$ cat config.mk
export PLATFORM = sky130hd
export DESIGN_NAME = instr_fetch_unit
export DESIGN_NICKNAME = d
export VERILOG_FILES = /design/src/rtl/instr_fetch_unit.sv
export SDC_FILE = /design/constraint.sdc
export NUM_CORES = 1
export LEC_CHECK = 0
export CAP_MARGIN = 20
export CORE_UTILIZATION = 46
export DETAILED_ROUTE_END_ITERATION = 6
export PLACE_DENSITY = 0.89
export SYNTH_ARGS = -nofsm -noshare
export SYNTH_HDL_FRONTEND = slang
export SYNTH_HIERARCHICAL = 1
export SYNTH_SLANG_ARGS = --single-unit
$ cat constraint.sdc
create_clock -name clk -period 7.41 [get_ports clk]
set_clock_uncertainty 0.05 [all_clocks]
set_input_delay 1.8525 -clock clk [delete_from_list [all_inputs] [get_ports clk]]
set_output_delay 1.8525 -clock clk [all_outputs]
set_load 0.05 [all_outputs]
$ cat src/rtl/instr_fetch_unit.sv
// Instruction fetch stage: owns the PC, reads the instruction cache, and buffers
// {pc, instr} pairs in a small queue that decode drains with a valid/ready handshake.

module instr_fetch_unit_chk #(
    parameter int FQ_DEPTH = 2,
    parameter int CW       = 2
) (
    input  logic          clk,
    input  logic          rst,
    input  logic [CW-1:0] count,
    input  logic          pop
);

    a_no_overflow: assert property (@(posedge clk) disable iff (!rst)
        count <= CW'(FQ_DEPTH));

    a_no_empty_pop: assert property (@(posedge clk) disable iff (!rst)
        !(pop && (count == '0)));

endmodule

module instr_fetch_unit #(
    parameter logic [31:0] RESET_PC = 32'h0000_0000,
    parameter int          FQ_DEPTH = 2
) (
    input  logic                       clk,
    input  logic                       rst,
    output logic [31:0]                imem_addr,
    input  logic [31:0]                imem_rdata,
    input  logic                       redirect_valid,
    input  logic [31:0]                redirect_target,
    output logic                       if_valid,
    output logic [31:0]                if_instr,
    output logic [31:0]                if_pc,
    input  logic                       if_ready,
    output logic [$clog2(FQ_DEPTH):0]  fq_count,
    output logic                       fault,
    output logic [31:0]                fault_pc
);

    localparam int PW = $clog2(FQ_DEPTH);
    localparam int CW = PW + 1;
    localparam logic [CW-1:0] DEPTH_C = CW'(FQ_DEPTH);

    typedef enum logic [0:0] {
        ST_RUN   = 1'b0,
        ST_FAULT = 1'b1
    } state_t;

    state_t          state_r;
    state_t          state_nxt_s;
    logic [31:0]     pc_r;
    logic [31:0]     pc_nxt_s;
    logic [CW-1:0]   count_r;
    logic [CW-1:0]   count_nxt_s;
    logic [PW-1:0]   wr_ptr_r;
    logic [PW-1:0]   wr_ptr_nxt_s;
    logic [PW-1:0]   rd_ptr_r;
    logic [PW-1:0]   rd_ptr_nxt_s;
    logic            fault_r;
    logic            fault_nxt_s;
    logic [31:0]     fault_pc_r;
    logic [31:0]     fault_pc_nxt_s;
    logic [63:0]     fq_mem_r [FQ_DEPTH];
    logic [63:0]     head_s;
    logic            run_s;
    logic            pop_s;
    logic            push_s;

    assign imem_addr = pc_r;
    assign fq_count  = count_r;
    assign fault     = fault_r;
    assign fault_pc  = fault_pc_r;
    assign if_valid  = (count_r != '0);
    assign head_s    = fq_mem_r[rd_ptr_r];
    assign pop_s     = if_valid & if_ready;

    // Decode whether the FSM currently permits fetching.
    always_comb begin
        run_s = 1'b0;
        case (state_r)
            ST_RUN:   run_s = 1'b1;
            ST_FAULT: run_s = 1'b0;
            default:  run_s = 1'b0;
        endcase
    end

    // A full queue can still accept a fetch when decode drains the head this cycle.
    always_comb begin
        if (run_s && !redirect_valid) begin
            push_s = (count_r < DEPTH_C) || ((count_r == DEPTH_C) && pop_s);
        end else begin
            push_s = 1'b0;
        end
    end

    // Next-state and datapath update; a redirect flushes and overrides any fetch.
    always_comb begin
        state_nxt_s    = state_r;
        pc_nxt_s       = pc_r;
        count_nxt_s    = count_r;
        wr_ptr_nxt_s   = wr_ptr_r;
        rd_ptr_nxt_s   = rd_ptr_r;
        fault_nxt_s    = fault_r;
        fault_pc_nxt_s = fault_pc_r;
        if (redirect_valid) begin
            pc_nxt_s     = redirect_target;
            count_nxt_s  = '0;
            wr_ptr_nxt_s = '0;
            rd_ptr_nxt_s = '0;
            if (redirect_target[1:0] == 2'b00) begin
                state_nxt_s = ST_RUN;
                fault_nxt_s = 1'b0;
            end else begin
                state_nxt_s    = ST_FAULT;
                fault_nxt_s    = 1'b1;
                fault_pc_nxt_s = redirect_target;
            end
        end else begin
            if (push_s) begin
                pc_nxt_s     = pc_r + 32'd4;
                wr_ptr_nxt_s = wr_ptr_r + PW'(1);
            end else begin
                pc_nxt_s     = pc_r;
                wr_ptr_nxt_s = wr_ptr_r;
            end
            if (pop_s) begin
                rd_ptr_nxt_s = rd_ptr_r + PW'(1);
            end else begin
                rd_ptr_nxt_s = rd_ptr_r;
            end
            if (push_s && !pop_s) begin
                count_nxt_s = count_r + CW'(1);
            end else if (!push_s && pop_s) begin
                count_nxt_s = count_r - CW'(1);
            end else begin
                count_nxt_s = count_r;
            end
        end
    end

    // Control and status registers.
    always_ff @(posedge clk) begin
        if (!rst) begin
            state_r    <= ST_RUN;
            pc_r       <= RESET_PC;
            count_r    <= '0;
            wr_ptr_r   <= '0;
            rd_ptr_r   <= '0;
            fault_r    <= 1'b0;
            fault_pc_r <= 32'h0000_0000;
        end else begin
            state_r    <= state_nxt_s;
            pc_r       <= pc_nxt_s;
            count_r    <= count_nxt_s;
            wr_ptr_r   <= wr_ptr_nxt_s;
            rd_ptr_r   <= rd_ptr_nxt_s;
            fault_r    <= fault_nxt_s;
            fault_pc_r <= fault_pc_nxt_s;
        end
    end

    // Queue storage; each entry is {pc, instr}.
    always_ff @(posedge clk) begin
        if (!rst) begin
            for (int i = 0; i < FQ_DEPTH; i++) begin
                fq_mem_r[i] <= 64'h0;
            end
        end else if (push_s) begin
            fq_mem_r[wr_ptr_r] <= {pc_r, imem_rdata};
        end else begin
            fq_mem_r[wr_ptr_r] <= fq_mem_r[wr_ptr_r];
        end
    end

    // Head presentation; an empty queue shows zeros rather than stale data.
    always_comb begin
        if (count_r != '0) begin
            if_pc    = head_s[63:32];
            if_instr = head_s[31:0];
        end else begin
            if_pc    = 32'h0000_0000;
            if_instr = 32'h0000_0000;
        end
    end

    instr_fetch_unit_chk #(
        .FQ_DEPTH (FQ_DEPTH),
        .CW       (CW)
    ) u_chk (
        .clk   (clk),
        .rst   (rst),
        .count (count_r),
        .pop   (pop_s)
    );

endmodule

==> flow_summary.toml, run 1 <==
[detailed_routing]
firstDrtPassIters = 6
vias = 7134
viasPerCell = 5.53
ant_nets = 0
drt_iter0_markers = 638
route.detailed.drc = 0
drt_wl_total_um = 22900
wl_per_cell_um = 17.8

[finish]
final_nets = 1082
fill_cells = 1575
final_area_mm2 = 0.0119
layout-drive-gt1-share_pct = 6.44
syn2layout_area_growth_pct = 31.0
diodes = 0
stdcell_count = 1290

[timing]
grt_setup_unrepaired = "no"
setup-tns-final_ps = 0
fin_crit_ps = 4710
period_share_pct = 63.6
tightestPinTransition_ps = 919
setup_viol = 0
relSlewSlack_pct = 38.8
drv_slew = 0
final_hold_viol_count = 0
fmax_mhz = 212

[place]
io_buffer_count = 199
place_hpwl_um = 14700
placed_area_mm2 = 0.0113
gp_congestion = 0.822
dp_cells = 1256

[pwr]
intPower_mw = 1.94
pwr-share-clk_pct = 34.3
powerDensity_mw_per_mm2 = 227
p_sw_uw = 765
comb_power_share_pct = 17.6
sw_frac_of_total_pct = 28.2
ir_drop_mv = 0.185
leakagePower_nw = 4.30
seq_power_share_pct = 48.1

[logic_synthesis]
synth_edf_count = 128
synthCells = 849
synth_fp_nets = 919
synth_cell_types = 62
syn_area_mm2 = 0.00910
yosysWarnings = 6
ys_seq_area_share_pct = 57.7
async_reset_ff_share_pct = 0
ys_seq_elements = 198
ys.flop_type = "edfxtp_1"
syn_area_per_cell_um2 = 10.7

[global_route]
antenna_found_initial = 0
grt_first_pass_wirelength_um = 36200
track_usage_pct = 23.1
grt.overflow.total = 0
grt_max_degree = 71
grt_pass1_vias = 7148

[clock_network]
clk_latency_ps = 430
cts_tree = "built"
cts.sinks = 198
cts_root_buffer = "clkbuf_16"
cts_buffers = 17
cts_resized = 0
clockBufferDepth = 2
postCtsHoldBufs = 0
post_cts_buffers = 0
h-tree-depth = 4
clk_pin_slew_ps = 70

[run_status]
status = "completed"

[floorplanning]
die_h_um = 143
start_util_pct = 46.9
pin_count = 200
dieArea_mm2 = 0.0203
row_count = 51
die_w_um = 143
core_mm2 = 0.0194

[critical_path]
required_ps = 5510
start_kind = "register"
crit_type = "register to output port"
cp.arrival_ps = 2810
endpoint_kind = "output port"
critPathMaxFanout = 65

[hold_path]
hold_class = "register to register"

[run]
drv_cap = 0
[worst paths after layout]
check	startpoint	end	slack, ps	cells past startpoint
setup / recovery	fq_count[1]$_SDFFE_PP0P_	if_instr[3]	2700	4
hold / removal	fault_pc[12]$_SDFFE_PN0P_	fault_pc[12]$_SDFFE_PN0P_	410	2
setup reg to reg	fq_count[1]$_SDFFE_PP0P_	fq_count[1]$_SDFFE_PP0P_	4840	7
hold reg to reg	fault_pc[12]$_SDFFE_PN0P_	fault_pc[12]$_SDFFE_PN0P_	410	2
[cells in the final DEF, fill, tap and decap left out, types with 17 or more instances in the layout]
| master | instances |
|---|---|
| nand2_1 | 90 |
| a21oi_1 | 44 |
| nor2_1 | 84 |
| edfxtp_1 | 128 |
| o21ai_0 | 24 |
| and3_1 | 69 |
| mux2i_1 | 64 |
| dfxtp_1 | 68 |
| and2_1 | 62 |
| clkbuf_16 | 17 |
| clkdlybuf4s50_1 | 199 |
[worst max-delay path, cell delays in order, from the launching register on]
cell             delay (ps)
dfxtp_1                 880
nor2_4                   50
buf_4                   350
nor2_1                  210
clkdlybuf4s50_1         830
[flip-flops by register name (all words and copies together) (netlist names), named ones only]
register / flops
wr_ptr_r: 1
fq_mem_r: 128
fq_count: 2
fault_pc: 32
imem_addr: 32
fault: 1
rd_ptr_r: 1
[layout make-up]
cell class | instances | area, um^2 | area share [%]
repair buffers | 212 | 2130 | 17.9
inverters | 7 | 26.3 | 0.220
clock inverters | 13 | 155 | 1.30
clock buffers | 19 | 433 | 3.63
flip-flops and latches | 198 | 5250 | 44.1
well taps | 265 | 332 | 2.78
multi-input cells | 576 | 3590 | 30.1
[synth_stat cells, types with 4 or more instances]
| cell type | count | area, um^2 |
|---|---|---|
| nor4_1 | 6 | 37.5 |
| a21oi_1 | 44 | 220 |
| nor3_1 | 12 | 60.1 |
| clkbuf_1 | 47 | 176 |
| and2_1 | 62 | 388 |
| dfxtp_1 | 70 | 1400 |
| nor2_1 | 86 | 323 |
| or3_1 | 4 | 25.0 |
| buf_1 | 11 | 41.3 |
| inv_1 | 6 | 22.5 |
| buf_2 | 8 | 40.0 |
| o31ai_1 | 4 | 30.0 |
| mux2i_1 | 64 | 641 |
| nand3_1 | 11 | 55.1 |
| edfxtp_1 | 128 | 3840 |
| a211oi_1 | 12 | 90.1 |
| o21ai_0 | 25 | 125 |
| nand4_1 | 10 | 62.6 |
| and4_1 | 9 | 78.8 |
| nand2_1 | 91 | 342 |
| xnor2_1 | 10 | 87.6 |
| a311oi_1 | 4 | 35.0 |
| and3_1 | 69 | 432 |
[through the flow]
step | utilization [%] | hold slack, ps | power [mW] | setup WS (ps)
2_1_floorplan | - | 422 | 1.61 | 1740
4_1_cts | 61.3 | 407 | 2.72 | 2660
3_3_place_gp | 58.0 | 391 | 1.79 | 2680
6_report | 61.4 | 405 | 2.71 | 2700
5_1_grt | 61.4 | 425 | 2.81 | 2530
3_5_place_dp | 58.2 | 398 | 1.80 | 2930
[power by group through the flow]
stage | Sequential, mW | Clock, mW | Combinational (mW)
finish | 1.30 | 0.929 | 0.476
global route | 1.31 | 0.991 | 0.505
CTS | 1.31 | 0.944 | 0.474
detailed placement | 1.33 | 0 | 0.472
global placement | 1.32 | 0 | 0.461
floorplan | 1.38 | 0 | 0.230
[cell families (layout without fill, tap and decap cells)]
family          after synthesis  count (layout)  synth area share (%)
simple gates                381             381                  21.9
flops                       198             198                  57.7
compound gates              116             116                  8.51
buf+inv                      75             251                  3.37
mux                          64              64                  7.04
xor+xnor                     13              13                  1.25
fa+ha+maj                     2               2                 0.275
[metal layers]
layer	global-route usage (%)	share of wire, %	up-vias
met5	0	0	-
met4	9.85	2.5	0
met3	5.13	6.6	39
met2	38.1	48	288
met1	29.4	43	3426
li1	-	-	3381
Power figures use the tool's default switching activity.
==> run 2, diff against run 1 <==
- clock period: 7.41 -> 4.3 ns (I/O delays scaled with it)
==> flow_summary.toml, run 2 (synthesized netlist as in run 1, its figures left out) <==
[clock_network]
cts_buffers = 17
h-tree-depth = 4
clk_pin_slew_ps = 70
clk_latency_ps = 440
clockBufferDepth = 2
cts_root_buffer = "clkbuf_16"
post_cts_buffers = 0
cts.sinks = 198
cts_tree = "built"

[finish]
final_cell_mix = "clkdlybuf4s50_1 (199), edfxtp_1 (128), nand2_1 (90)"
final_nets = 1086
fill_cells = 1565
diodes = 0
mostFrequentLayoutCell = "clkdlybuf4s50_1"
largest-register = "fq_mem_r"
largest_reg_flops = 128
syn2layout_area_growth_pct = 31.7
layout-drive-gt1-share_pct = 7.00

[timing]
relSlewSlack_pct = 38.1
tightestPinTransition_ps = 928
drv_slew = 0
setup_viol = 0
grt_setup_unrepaired = "no"
setup-tns-final_ps = 0
hold-worst-slack_ps = 408
final_hold_viol_count = 0
fin_crit_ps = 4020
period_share_pct = 93.6
fmax_mhz = 248

[pwr]
comb_power_share_pct = 17.4
ir_drop_mv = 0.316
leakagePower_nw = 4.34
sw_frac_of_total_pct = 28.2
intPower_mw = 3.42
pwr-share-clk_pct = 35.6
p_sw_mw = 1.34
seq_power_share_pct = 47.1
powerDensity_mw_per_mm2 = 397

[floorplanning]
row_count = 51
core_mm2 = 0.0194
start_util_pct = 46.9
die_w_um = 143
dieArea_mm2 = 0.0203
die_h_um = 143
pin_count = 200

[place]
place_hpwl_um = 14900
gp_congestion = 0.854
io_buffer_count = 199

[critical_path]
start_kind = "register"
cpMaxStageDelayCell = "dfxtp_1"
endpoint_kind = "output port"
required_ps = 3170
crit_type = "register to output port"
cp.arrival_ps = 2900
critPathMaxFanout = 27
critPathMaxStageDelay_ps = 900
cp_cell_sequence = "nor2_4, buf_4, nor2_1, clkdlybuf4s50_1"
crit_buf_inv = 2
crit_family = "buffers and inverters"

[global_route]
grt.overflow.total = 0
track_usage_pct = 23.0
antenna_found_initial = 0
grt_first_pass_wirelength_um = 36000
grt_max_degree = 71
grt_pass1_vias = 6996

[run_status]
status = "completed"

[detailed_routing]
drt_iter0_markers = 461
firstDrtPassIters = 7
vias = 7097
route.detailed.drc = 0
viasPerCell = 5.48
ant_nets = 0
wl_per_cell_um = 17.9
drt_wl_total_um = 23100

[run]
drv_cap = 0

[hold_path]
hold_class = "register to register"
run 2: cell types whose count changed in the layout (fill, tap and decap cells not counted), moves of 2 or more:
cell      change
clkinv_4      -3
inv_6         +3
buf_4         +4
buf_12        +2
clkbuf_1      -2
run 2: timing repair:
item	4_1_cts	5_1_grt
hold endpoints to repair	0	0
gates resized for setup	0	0
setup endpoints to repair	0	27
hold buffers	0	0
run 2: layout make-up:
class | instances | area, um^2 | area share, %
clock buffer | 17 | 425 | 3.55
clock inverter | 15 | 199 | 1.66
inverter | 7 | 26.3 | 0.219
multi-input combinational | 577 | 3600 | 30.0
sequential | 198 | 5250 | 43.8
tap | 265 | 332 | 2.77
timing repair buffer | 215 | 2150 | 17.9
run 2: power groups by stage:
stage	logic (mW)	clock network, mW	registers, mW
2_1_floorplan	0.398	0	2.38
3_3_place_gp	0.813	0	2.27
3_5_place_dp	0.826	0	2.28
4_1_cts	0.828	1.72	2.24
5_1_grt	0.878	1.80	2.25
6_report	0.826	1.69	2.24
run 2: worst paths after layout:
| check | start | end | slack, ps | cells past startpoint |
|---|---|---|---|---|
| hold reg to reg | fault_pc[26]$_SDFFE_PN0P_ | fault_pc[26]$_SDFFE_PN0P_ | 410 | 2 |
| setup reg to reg | fq_count[1]$_SDFFE_PP0P_ | fq_count[1]$_SDFFE_PP0P_ | 1880 | 6 |
| setup / recovery | fq_count[1]$_SDFFE_PP0P_ | if_instr[2] | 280 | 4 |
| hold / removal | fault_pc[26]$_SDFFE_PN0P_ | fault_pc[26]$_SDFFE_PN0P_ | 410 | 2 |
run 2: worst reg2reg max path: stages (launching register included):
cell,delay (ps)
dfxtp_1,900
nor2_4,280
inv_1,180
nand2_1,110
ha_1,340
or3_1,350
a21oi_1,140
run 2: metrics by stage:
step	area, um^2	power, mW	utilization (%)	std cells	setup WS, ps
finish	12000	4.76	61.8	1294	275
floorplan	9110	2.78	-	849	554
global placement	11300	3.09	58.5	1261	607
detailed placement	11300	3.11	58.5	1261	523
global route	12000	4.93	61.8	1294	111
CTS	12000	4.79	61.7	1293	50.0
run 2: routing by layer:
layer | global-route usage [%] | wire length, um
met4 | 9.73 | 612
met5 | 0 | 0
met3 | 5.13 | 1700
met2 | 39.4 | 11200
met1 | 28.0 | 9620
==> run 3, diff against run 2 <==
- SKIP_LAST_GASP: not set -> 1
==> results of run 3 <==
Same layout as run 2: the final DEF is identical, and so are final timing and power.
